--- src/rtl/fetch_pkg.sv ---
// -----------------------------------------------------------------------------
// fetch_pkg
// Shared constants for the instruction fetch stage: datapath widths, the PC
// increment and the default reset fetch address. Also provides the PC
// sequencing helper used by the top level.
// -----------------------------------------------------------------------------
package fetch_pkg;

   localparam int XLEN    = 32;
   localparam int INSTR_W = 32;

   localparam logic [XLEN-1:0] PC_STEP          = 32'd4;
   localparam logic [XLEN-1:0] RESET_PC_DEFAULT = 32'h0000_0000;

   // Sequential fetch address; wraps naturally from 32'hFFFF_FFFC to 0.
   function automatic logic [XLEN-1:0] next_pc(input logic [XLEN-1:0] pc);
      return pc + PC_STEP;
   endfunction

endpackage

--- src/rtl/fetch_fifo.sv ---
// -----------------------------------------------------------------------------
// fetch_fifo
// Parameterised synchronous FIFO with push, pop and flush. Used both as the
// in-flight address queue and as the {PC, instruction} output buffer.
//
// Ports
//   clk      in   rising-edge clock
//   rst_n    in   synchronous active-low reset (control state only)
//   flush_i  in   discard all entries this cycle (wins over push/pop)
//   push_i   in   write data_i (ignored when full)
//   data_i   in   WIDTH-bit write data
//   pop_i    in   remove head entry (ignored when empty)
//   data_o   out  head entry (undefined content when empty)
//   count_o  out  number of stored entries
//   empty_o  out  no entries stored
//   full_o   out  DEPTH entries stored
// -----------------------------------------------------------------------------
module fetch_fifo
   import fetch_pkg::*;
#(
   parameter  int WIDTH = 32,
   parameter  int DEPTH = 4,
   localparam int CNT_W = $clog2(DEPTH + 1),
   localparam int PTR_W = (DEPTH > 1) ? $clog2(DEPTH) : 1
) (
   input  logic             clk,
   input  logic             rst_n,
   input  logic             flush_i,
   input  logic             push_i,
   input  logic [WIDTH-1:0] data_i,
   input  logic             pop_i,
   output logic [WIDTH-1:0] data_o,
   output logic [CNT_W-1:0] count_o,
   output logic             empty_o,
   output logic             full_o
);

   logic [WIDTH-1:0] mem_q [DEPTH];
   logic [PTR_W-1:0] wr_ptr_q;
   logic [PTR_W-1:0] rd_ptr_q;
   logic [CNT_W-1:0] count_q;
   logic             do_push;
   logic             do_pop;

   // Pointer wrap that also works for non-power-of-two depths.
   function automatic logic [PTR_W-1:0] next_ptr(input logic [PTR_W-1:0] p);
      if (p == PTR_W'(DEPTH - 1)) begin
         return '0;
      end
      return p + PTR_W'(1);
   endfunction

   assign empty_o = (count_q == '0);
   assign full_o  = (count_q == CNT_W'(DEPTH));
   assign count_o = count_q;
   assign data_o  = mem_q[rd_ptr_q];
   assign do_push = push_i & ~full_o;
   assign do_pop  = pop_i & ~empty_o;

   always_ff @(posedge clk) begin
      if (!rst_n || flush_i) begin
         wr_ptr_q <= '0;
         rd_ptr_q <= '0;
         count_q  <= '0;
      end else begin
         if (do_push) begin
            wr_ptr_q <= next_ptr(wr_ptr_q);
         end
         if (do_pop) begin
            rd_ptr_q <= next_ptr(rd_ptr_q);
         end
         case ({do_push, do_pop})
            2'b10:   count_q <= count_q + CNT_W'(1);
            2'b01:   count_q <= count_q - CNT_W'(1);
            default: count_q <= count_q;
         endcase
      end
   end

   // Storage carries no reset; the pointers define which entries are live.
   always_ff @(posedge clk) begin
      if (do_push) begin
         mem_q[wr_ptr_q] <= data_i;
      end
   end

endmodule

--- src/rtl/fetch_unit.sv ---
// -----------------------------------------------------------------------------
// fetch_unit
// Instruction fetch stage. Generates the PC, issues word requests to
// instruction memory, pairs each returned word with its PC and buffers the
// pair for the fetch/decode register. Absorbs memory latency and downstream
// stalls, and discards wrong-path fetches on a redirect from execute.
//
// Ports
//   clk          in   rising-edge clock
//   rst_n        in   synchronous active-low reset
//   stall        in   downstream not accepting this cycle
//   redirect     in   taken branch/jump: flush and restart at redirect_pc
//   redirect_pc  in   restart address (bits [1:0] ignored)
//   imem_req     out  fetch request valid
//   imem_addr    out  word-aligned fetch address
//   imem_gnt     in   request accepted when imem_req & imem_gnt
//   imem_rvalid  in   response word valid (in request order)
//   imem_rdata   in   response word
//   instr_valid  out  instruction/PC pair valid
//   instruction  out  fetched word (0 when buffer empty)
//   PC           out  address of instruction (0 when buffer empty)
// -----------------------------------------------------------------------------
module fetch_unit
   import fetch_pkg::*;
#(
   parameter logic [31:0] RESET_PC        = RESET_PC_DEFAULT,
   parameter int          MAX_OUTSTANDING = 2,
   parameter int          FIFO_DEPTH      = 4
) (
   input  logic        clk,
   input  logic        rst_n,
   input  logic        stall,
   input  logic        redirect,
   input  logic [31:0] redirect_pc,
   output logic        imem_req,
   output logic [31:0] imem_addr,
   input  logic        imem_gnt,
   input  logic        imem_rvalid,
   input  logic [31:0] imem_rdata,
   output logic        instr_valid,
   output logic [31:0] instruction,
   output logic [31:0] PC
);

   localparam int AQ_CNT_W = $clog2(MAX_OUTSTANDING + 1);
   localparam int OF_CNT_W = $clog2(FIFO_DEPTH + 1);
   localparam int DROP_W   = $clog2(MAX_OUTSTANDING + 1);
   localparam int OF_W     = XLEN + INSTR_W;

   logic [XLEN-1:0]     fetch_pc_q, fetch_pc_d;
   logic [DROP_W-1:0]   drop_q, drop_d;

   logic [XLEN-1:0]     aq_head;
   logic [AQ_CNT_W-1:0] aq_count;
   logic                aq_empty, aq_full;

   logic [OF_W-1:0]     of_head;
   logic [OF_CNT_W-1:0] of_count;
   logic                of_empty, of_full;

   logic [31:0]         outstanding;
   logic [31:0]         occupancy;
   logic                show;
   logic                pop;
   logic                accept;
   logic                resp;
   logic                resp_keep;
   logic                unused_bits;

   // Every accepted request lives either in the address queue (live path) or
   // in the drop counter (wrong path), so the in-flight count is their sum.
   assign outstanding = 32'(aq_count) + 32'(drop_q);

   assign show        = rst_n & ~of_empty;
   assign instr_valid = show & ~redirect;
   assign pop         = instr_valid & ~stall;

   // Reserve buffer space for every in-flight word so a response never finds
   // the output FIFO full.
   assign occupancy = outstanding + 32'(of_count) - 32'(pop);
   assign imem_req  = rst_n & ~redirect
                    & (outstanding < 32'(MAX_OUTSTANDING))
                    & (occupancy < 32'(FIFO_DEPTH));
   assign imem_addr = fetch_pc_q;
   assign accept    = imem_req & imem_gnt;

   // Responses with nothing in flight are spurious and ignored.
   assign resp      = imem_rvalid & (outstanding != 32'd0);
   assign resp_keep = resp & (drop_q == '0);

   assign PC          = show ? of_head[OF_W-1:INSTR_W] : '0;
   assign instruction = show ? of_head[INSTR_W-1:0]    : '0;

   // Occupancy is bounded by the issue gating, so the full flags are not
   // needed; the low redirect bits are forced to zero.
   assign unused_bits = ^{of_full, aq_full, aq_empty, redirect_pc[1:0]};

   always_comb begin
      fetch_pc_d = fetch_pc_q;
      drop_d     = drop_q;
      if (redirect) begin
         fetch_pc_d = {redirect_pc[XLEN-1:2], 2'b00};
         // Everything still in flight after this cycle's response is stale.
         drop_d     = DROP_W'(outstanding - 32'(resp));
      end else begin
         if (accept) begin
            fetch_pc_d = next_pc(fetch_pc_q);
         end
         if (resp && (drop_q != '0)) begin
            drop_d = drop_q - DROP_W'(1);
         end
      end
   end

   always_ff @(posedge clk) begin
      if (!rst_n) begin
         fetch_pc_q <= RESET_PC;
         drop_q     <= '0;
      end else begin
         fetch_pc_q <= fetch_pc_d;
         drop_q     <= drop_d;
      end
   end

   // Issued PCs awaiting their response word.
   fetch_fifo #(
      .WIDTH (XLEN),
      .DEPTH (MAX_OUTSTANDING)
   ) u_addr_q (
      .clk     (clk),
      .rst_n   (rst_n),
      .flush_i (redirect),
      .push_i  (accept),
      .data_i  (fetch_pc_q),
      .pop_i   (resp_keep),
      .data_o  (aq_head),
      .count_o (aq_count),
      .empty_o (aq_empty),
      .full_o  (aq_full)
   );

   // {PC, instruction} pairs for the fetch/decode register.
   fetch_fifo #(
      .WIDTH (OF_W),
      .DEPTH (FIFO_DEPTH)
   ) u_out_q (
      .clk     (clk),
      .rst_n   (rst_n),
      .flush_i (redirect),
      .push_i  (resp_keep),
      .data_i  ({aq_head, imem_rdata}),
      .pop_i   (pop),
      .data_o  (of_head),
      .count_o (of_count),
      .empty_o (of_empty),
      .full_o  (of_full)
   );

endmodule

--- config.mk ---
export PLATFORM = sky130hd
export DESIGN_NAME = fetch_unit
export DESIGN_NICKNAME = d
export VERILOG_FILES = /design/src/rtl/fetch_pkg.sv /design/src/rtl/fetch_fifo.sv /design/src/rtl/fetch_unit.sv
export SDC_FILE = /design/constraint.sdc
export NUM_CORES = 1
export LEC_CHECK = 0
export ABC_AREA = 1
export BUFFER_PORTS_ARGS = -buffer_cell sky130_fd_sc_hd__buf_2
export CAP_MARGIN = 10
export CORE_ASPECT_RATIO = 1.75
export CORE_MARGIN = 4
export CORE_UTILIZATION = 55
export CTS_BUF_LIST = sky130_fd_sc_hd__clkbuf_4
export CTS_CLUSTER_DIAMETER = 150
export DETAILED_ROUTE_END_ITERATION = 10
export GPL_TIMING_DRIVEN = 0
export PLACE_DENSITY_LB_ADDON = 0.25
export REMOVE_ABC_BUFFERS = 1
export SETUP_SLACK_MARGIN = 0.5
export SLEW_MARGIN = 20
export SYNTH_ARGS = -nofsm -noshare
export SYNTH_HDL_FRONTEND = slang
export SYNTH_SLANG_ARGS = --single-unit
--- constraint.sdc ---
create_clock -name clk -period 4.2 [get_ports clk]
set_input_delay 0.42 -clock clk [delete_from_list [all_inputs] [get_ports clk]]
set_output_delay 0.42 -clock clk [all_outputs]
set_load 0.02 [all_outputs]
==> flow_summary.json, run 1 <==
{
  "slew_headroom": 0.429,
  "tritoncts": "done",
  "hold_violations": 0,
  "nFillCells": 2012,
  "worstPathArrival_ps": 3080,
  "ys_top_cells_by_area": "edfxtp_1, nor2_1, dfxtp_1, nand2_1, o21ai_0",
  "combPwrFrac": 0.072,
  "clock_power_share": 0.372,
  "period_needed_ps": 3500,
  "die_x_um": 133,
  "crit_path_cell_trace": "ha_2 -> fa_1 -> inv_1 -> ha_1 -> inv_1 -> ha_1 -> nand3_1 -> nand2_2 -> nor2_4 -> nor2_4 -> nand2_1 -> inv_1 -> buf_4",
  "p_switching_mw": 1.65,
  "endpoint_kind": "output port",
  "placed_cell_area_um2": 16400,
  "nets": 1730,
  "grt_pass1_vias": 11021,
  "multi_input_area_um2": 4350,
  "ir_drop_mv": 0.261,
  "finalSetupViolations": 0,
  "htree_levels": 3,
  "finalPower_mw": 7.15,
  "crit_path_start_kind": "flip-flop",
  "cpMostUsedCell": "inv_1",
  "synthSimpleGateAreaFrac": 0.157,
  "grt_max_degree": 67,
  "fin_crit_sh": 0.832,
  "wirelength_um": 33900,
  "drt_iter0_drc": 560,
  "synth-main-ff-cell": "edfxtp_1",
  "io_buffer_count": 161,
  "power_frac_seq": 0.556,
  "clock-skew-final_ps": 40.1,
  "track_usage": 0.227,
  "slowest_delay_ps": 580,
  "synth_top_family_by_area": "simple AND/OR/NAND/NOR gates",
  "syn2layout_area_growth_pct": 21.1,
  "ys_ff_latch": 354,
  "async_flop_share": 0,
  "cpMaxStageDelayCell": "fa_1",
  "grt_antenna_before_repair": 1,
  "clk_latency_ps": 740,
  "die_height_um": 226,
  "cts_made_buffers": 79,
  "boundaryPins": 168,
  "vias": 10998,
  "p_int_mw": 5.50,
  "cts.sinks": 354,
  "start_util": 0.560,
  "synthCells": 1380,
  "path_buf_inv": 4,
  "path_class": "reg -> out",
  "fmax_ghz": 0.286,
  "syn_area_um2": 15000,
  "regArea_um2": 10200,
  "slew_violations": 0,
  "power.density_nw_per_um2": 394,
  "hold_class": "in -> reg",
  "clk_pin_slew_worst_paths_ps": 70,
  "dp_hpwl_um": 20800,
  "drcViolationCount": 0,
  "worstMarginPinSlew_ps": 857,
  "crit_required_ps": 3780,
  "p_leak_nw": 6.95,
  "clock-root-buffer": "clkbuf_4",
  "routed_via_density": 5.32,
  "rsz0062_at_grt": "false",
  "maxCapViolCount": 0,
  "synth_cell_types": 36,
  "synth_fa_ha_area_frac": 0.0160,
  "routabilityCongestion": 0.950,
  "grt_first_pass_wirelength_um": 53900,
  "yosys.area.top_type": "edfxtp_1",
  "crit_family": "adder cells",
  "yosys_warnings": 0,
  "cts.path.max_buffers": 3,
  "swShare": 0.231,
  "coreArea_um2": 26800,
  "synthTopCellsByCount": "nor2_1, edfxtp_1, nand2_1",
  "cp_max_fo": 4,
  "synth-compound-area-share": 0.0842,
  "grt_overflow": 0,
  "synth_edf_count": 308,
  "fin_area_um2": 18200,
  "ys_seq_area_frac": 0.678,
  "synthXorXnorAreaFrac": 0.00525,
  "status": "completed",
  "dieArea_um2": 30100,
  "drive_gt1_frac": 0.213,
  "wl_per_cell_um": 16.4,
  "yosys.area.top_type_share": 0.617,
  "ant_nets": 0,
  "yosys-mux-area-fraction": 0.0225,
  "dr.pass1.iters": 5,
  "yosysMostFrequentCell": "nor2_1",
  "syn_avg_cell_area_um2": 10.9,
  "row_count": 79
}
## power by group through the flow
| stage | Combinational [mW] | Clock (mW) | Sequential [mW] |
|---|---|---|---|
| 5_1_grt | 0.574 | 2.91 | 3.98 |
| 2_1_floorplan | 0.250 | 0 | 4.06 |
| 6_report | 0.516 | 2.66 | 3.98 |
| 4_1_cts | 0.504 | 2.74 | 3.98 |
| 3_5_place_dp | 0.456 | 0 | 4.05 |
| 3_3_place_gp | 0.421 | 0 | 4.06 |
## final timing paths
path | start | endpoint | slack [ps] | cells past startpoint
worst max-delay path | u_addr_q.count_o[0] | imem_req | 700 | 13
worst max register to register | u_addr_q.count_o[0] | u_addr_q.count_o[1] | 720 | 20
worst min register to register | u_addr_q.rd_ptr_q | flip-flop | 460 | 1
worst min-delay path | rst_n | imem_addr[22] | 110 | 3
## sequential cells by signal, summed over array words and instances (netlist names), named ones only
signal	count
u_addr_q.mem_q	60
u_addr_q.count_o	2
drop_q	2
u_out_q.count_o	3
u_addr_q.wr_ptr_q	1
u_out_q.mem_q	248
imem_addr	30
u_addr_q.rd_ptr_q	1
u_out_q.wr_ptr_q	2
u_out_q.rd_ptr_q	2
## cells in the final DEF (no fill, tap or decap), types with 7 or more instances in the layout
cell and n:
ha_1 15, o21ai_0 145, mux2_2 30, nand3b_1 13, nand2_1 206, clkinv_1 20
nor2_1 311, clkbuf_4 108, dfxtp_1 42, edfxtp_1 308, buf_16 9, nand3_1 41
nor2_4 8, inv_1 60, dlygate4sd3_1 62, buf_12 8, a21oi_1 92, buf_2 160
clkinv_2 7
## per-layer routing
layer / share of wire / vias up / GRT usage
li1: - / 5309 / -
met2: 0.53 / 391 / 0.404
met4: 0.037 / 0 / 0.130
met1: 0.38 / 5227 / 0.254
met5: 0 / - / 0
met3: 0.056 / 71 / 0.0417
## worst register-to-register path: cells and delay by family (launching register included)
family	cells	cell delay, ps
adder cells (fa/ha/maj)	5	1610
AND/OR/NAND/NOR	8	790
buffers and inverters	5	470
flip-flops	1	350
AO/OA/AOI/OAI	2	200
## cell type report
| type | instances | share of cell area |
|---|---|---|
| Tap cell | 364 | 0.0251 |
| Antenna cell | 1 | 0.000138 |
| Timing Repair Buffer | 245 | 0.103 |
| Sequential cell | 354 | 0.560 |
| Clock inverter | 34 | 0.0120 |
| Clock buffer | 108 | 0.0446 |
| Multi-Input combinational cell | 895 | 0.240 |
| Inverter | 67 | 0.0149 |
## per-stage QoR
stage	setup WS [ps]	utilization	TNS, ps	std cells	hold slack, ps
floorplan	-480	-	-137500	1316	426
global placement	-3200	0.596	-996530	1841	436
detailed placement	-418	0.614	-21490	1858	435
CTS	516	0.675	0	2062	16.1
global route	490	0.678	0	2068	48.9
finish	704	0.678	0	2068	112
## repair_timing
action	in CTS	in global routing
endpoints found under the setup margin	45	54
gates resized for setup	2	9
pin swaps	0	5
hold buffers	62	0
hold endpoints to repair	158	0
setup buffers	0	5
## kinds of logic (layout without fill, tap and decap cells)
group / after synthesis / after routing
other cells: 1 / 5
simple gates: 588 / 588
buf+inv: 134 / 454
mux: 30 / 30
xor+xnor: 9 / 9
flops: 354 / 354
compound gates: 246 / 246
fa+ha+maj: 18 / 18
Note: power is estimated with default switching activity, not from simulation.
==> inputs of run 2 (changes only) <==
--- a/config.mk
+++ b/config.mk
@@ -5,12 +5,12 @@
 export SDC_FILE = /design/constraint.sdc
 export NUM_CORES = 1
 export LEC_CHECK = 0
-export ABC_AREA = 1
+export ABC_AREA = 0
 export BUFFER_PORTS_ARGS = -buffer_cell sky130_fd_sc_hd__buf_2
 export CAP_MARGIN = 10
 export CORE_ASPECT_RATIO = 1.75
 export CORE_MARGIN = 4
-export CORE_UTILIZATION = 55
+export CORE_UTILIZATION = 60
 export CTS_BUF_LIST = sky130_fd_sc_hd__clkbuf_4
 export CTS_CLUSTER_DIAMETER = 150
 export DETAILED_ROUTE_END_ITERATION = 10
==> constraint.sdc (replaced) <==
create_clock -name clk -period 3.38 [get_ports clk]
set_input_delay 0.338 -clock clk [delete_from_list [all_inputs] [get_ports clk]]
set_output_delay 0.338 -clock clk [all_outputs]
set_load 0.02 [all_outputs]
==> flow_summary.json, run 2 <==
{
  "p_leak_nw": 6.34,
  "synth_edf_count": 308,
  "cpMaxStageDelayCell": "fa_2",
  "finalSetupViolations": 87,
  "dr.pass1.iters": 5,
  "async_flop_share": 0,
  "layout.cells.non_filler": 1525,
  "synthTopCellsByCount": "edfxtp_1, nor2b_1, mux4_2",
  "swShare": 0.228,
  "synth-main-ff-cell": "edfxtp_1",
  "syn_area_um2": 14400,
  "slew_headroom": 0.251,
  "dieArea_um2": 26600,
  "dp_hpwl_um": 17700,
  "clk_latency_ps": 680,
  "ir_drop_mv": 0.286,
  "final_cell_mix": "edfxtp_1, buf_2, clkbuf_4",
  "final_common_cell": "edfxtp_1",
  "cp_max_fo": 4,
  "ys_top_cells_by_area": "edfxtp_1, mux4_2, dfxtp_1, nor2b_1, mux2_2",
  "fmax_ghz": 0.269,
  "layout_setup_ws_ps": -331,
  "crit_path_cell_trace": "ha_4 -> fa_2 -> inv_2 -> ha_4 -> inv_2 -> ha_4 -> and3b_4 -> nor4_4 -> buf_4 -> o211ai_1 -> buf_4 -> buf_4 -> buf_6 -> buf_6 -> or4_4 -> a31oi_1",
  "routabilityCongestion": 0.850,
  "routed_via_density": 5.76,
  "maxCapViolCount": 0,
  "die_x_um": 125,
  "ys_ff_latch": 354,
  "fin_setup_tns_ps": -15070,
  "status": "finished, violations left",
  "wl_per_cell_um": 20.9,
  "worstPathArrival_ps": 4270,
  "synth_cell_types": 62,
  "ys_seq_area_frac": 0.707,
  "worstMarginPinSlew_ps": 1120,
  "clk_pin_slew_worst_paths_ps": 70,
  "grt_antenna_before_repair": 2,
  "hold_class": "in -> reg",
  "syn2layout_area_growth_pct": 26.5,
  "clock-root-buffer": "clkbuf_4",
  "violations": "negative setup slack",
  "regMostFlops": "u_out_q.mem_q",
  "cts.path.max_buffers": 3,
  "period_needed_ps": 3710,
  "combPwrFrac": 0.081,
  "power.density_nw_per_um2": 487,
  "ant_nets": 0,
  "clock_power_share": 0.361,
  "nets": 1247,
  "yosys.area.top_type_share": 0.643,
  "crit_required_ps": 3940,
  "hold_violations": 0,
  "fin_crit_sh": 1.10,
  "coreArea_um2": 23500,
  "power_frac_seq": 0.558,
  "p_switching_mw": 2.02,
  "start_util": 0.611,
  "cts_made_buffers": 76,
  "path_class": "reg -> reg",
  "io_buffer_count": 161,
  "grt_overflow": 0,
  "drt_iter0_drc": 577,
  "endpoint_kind": "flip-flop",
  "placed_cells": 1272,
  "synthCells": 837,
  "drive_gt1_frac": 0.400,
  "grt_pass1_vias": 9240,
  "die_height_um": 213,
  "syn_avg_cell_area_um2": 17.2,
  "tritoncts": "done",
  "yosysMostFrequentCell": "edfxtp_1",
  "holdWs_ps": 107,
  "yosys.area.top_type": "edfxtp_1",
  "track_usage": 0.235,
  "htree_levels": 3,
  "drcViolationCount": 0,
  "crit_path_start_kind": "flip-flop",
  "row_count": 74,
  "vias": 8787,
  "wirelength_um": 31900,
  "yosys_warnings": 0,
  "grt_max_degree": 53,
  "largest_register_ff_count": 248,
  "cts.sinks": 354,
  "slowest_delay_ps": 550,
  "grt_first_pass_wirelength_um": 48600,
  "p_int_mw": 6.84,
  "rsz0062_at_grt": "true",
  "boundaryPins": 168,
  "clock-skew-final_ps": 43.2,
  "slew_violations": 0
}
## run 2: cell types whose count changed in the layout (fill, tap and decap cells not counted), sizes merged, moves of 13 or more
cell | previous run | this run
nor2 | 320 | 18
buf | 183 | 215
nand2 | 210 | 38
a31oi | 1 | 14
or4 | 0 | 13
mux4 | 0 | 62
inv | 70 | 28
nor2b | 0 | 66
nand3 | 42 | 8
o21ai | 145 | 21
a21oi | 92 | 18
## run 2: final timing paths
path              depth (start not counted)  slack (ps)                start                 to
setup / recovery                         16        -330  u_addr_q.count_o[0]       imem_addr[7]
setup reg to reg                         16        -330  u_addr_q.count_o[0]       imem_addr[7]
hold reg to reg                           2         510    u_addr_q.wr_ptr_q  u_addr_q.wr_ptr_q
hold / removal                            4         110                stall          flip-flop
## run 2: layout make-up
type | count | area, um2
multi-input combinational | 421 | 4290
timing repair inverter | 3 | 33.8
antenna | 2 | 5.00
inverter | 23 | 103
clock buffer | 102 | 766
clock inverter | 36 | 220
timing repair buffer | 280 | 2220
tap | 304 | 380
sequential | 354 | 10200
fill | 1391 | 5320
## run 2: layer usage
layer  track usage  vias to the layer above  routed length (um)
met4         0.100                        0                1080
met3        0.0471                       76                1660
met5             0                        -                   0
li1              -                     4007                   -
met1         0.269                     4382               11700
met2         0.430                      322               17500
## run 2: worst max-delay path, delay by kind of cell (launching register included)
family / cells / cell delay (ps)
adders and majority gates: 4 / 1150
AOI/OAI and AO/OA: 2 / 270
and+or+nand+nor: 3 / 1020
buffers and inverters: 7 / 800
DFF: 1 / 360
## run 2: kinds of logic after synthesis
group                      share of synthesized area
AOI/OAI and AO/OA                             0.0439
and+or+nand+nor                               0.0755
other                                       0.000261
DFF                                            0.707
buffers and inverters                         0.0204
adders and majority gates                     0.0167
xor gates and xnor gates                      0.0116
muxes                                          0.124
## run 2: through the flow
| stage | util | setup WS [ps] | cell area (um2) | power (mW) |
|---|---|---|---|---|
| finish | 0.774 | -331 | 18200 | 8.86 |
| global placement | 0.654 | -3060 | 15400 | 5.53 |
| floorplan | - | -1490 | 14200 | 5.34 |
| CTS | 0.762 | -317 | 17900 | 8.91 |
| detailed placement | 0.666 | -1120 | 15700 | 5.56 |
| global route | 0.774 | -415 | 18200 | 9.28 |
## run 2: power by group through the flow
stage	clock, mW	combinational (mW)	sequential, mW
floorplan	0	0.291	5.05
global placement	0	0.489	5.04
detailed placement	0	0.518	5.04
CTS	3.28	0.683	4.94
global route	3.56	0.766	4.96
finish	3.20	0.716	4.95
## run 2: repair_timing
action / in CTS / in global routing
gates resized for setup: 72 / 25
setup buffers: 26 / 12
setup endpoints to repair: 362 / 277
hold buffers: 62 / 0
pin swaps: 62 / 33
cloned: 9 / 4
hold endpoints to repair: 158 / 0
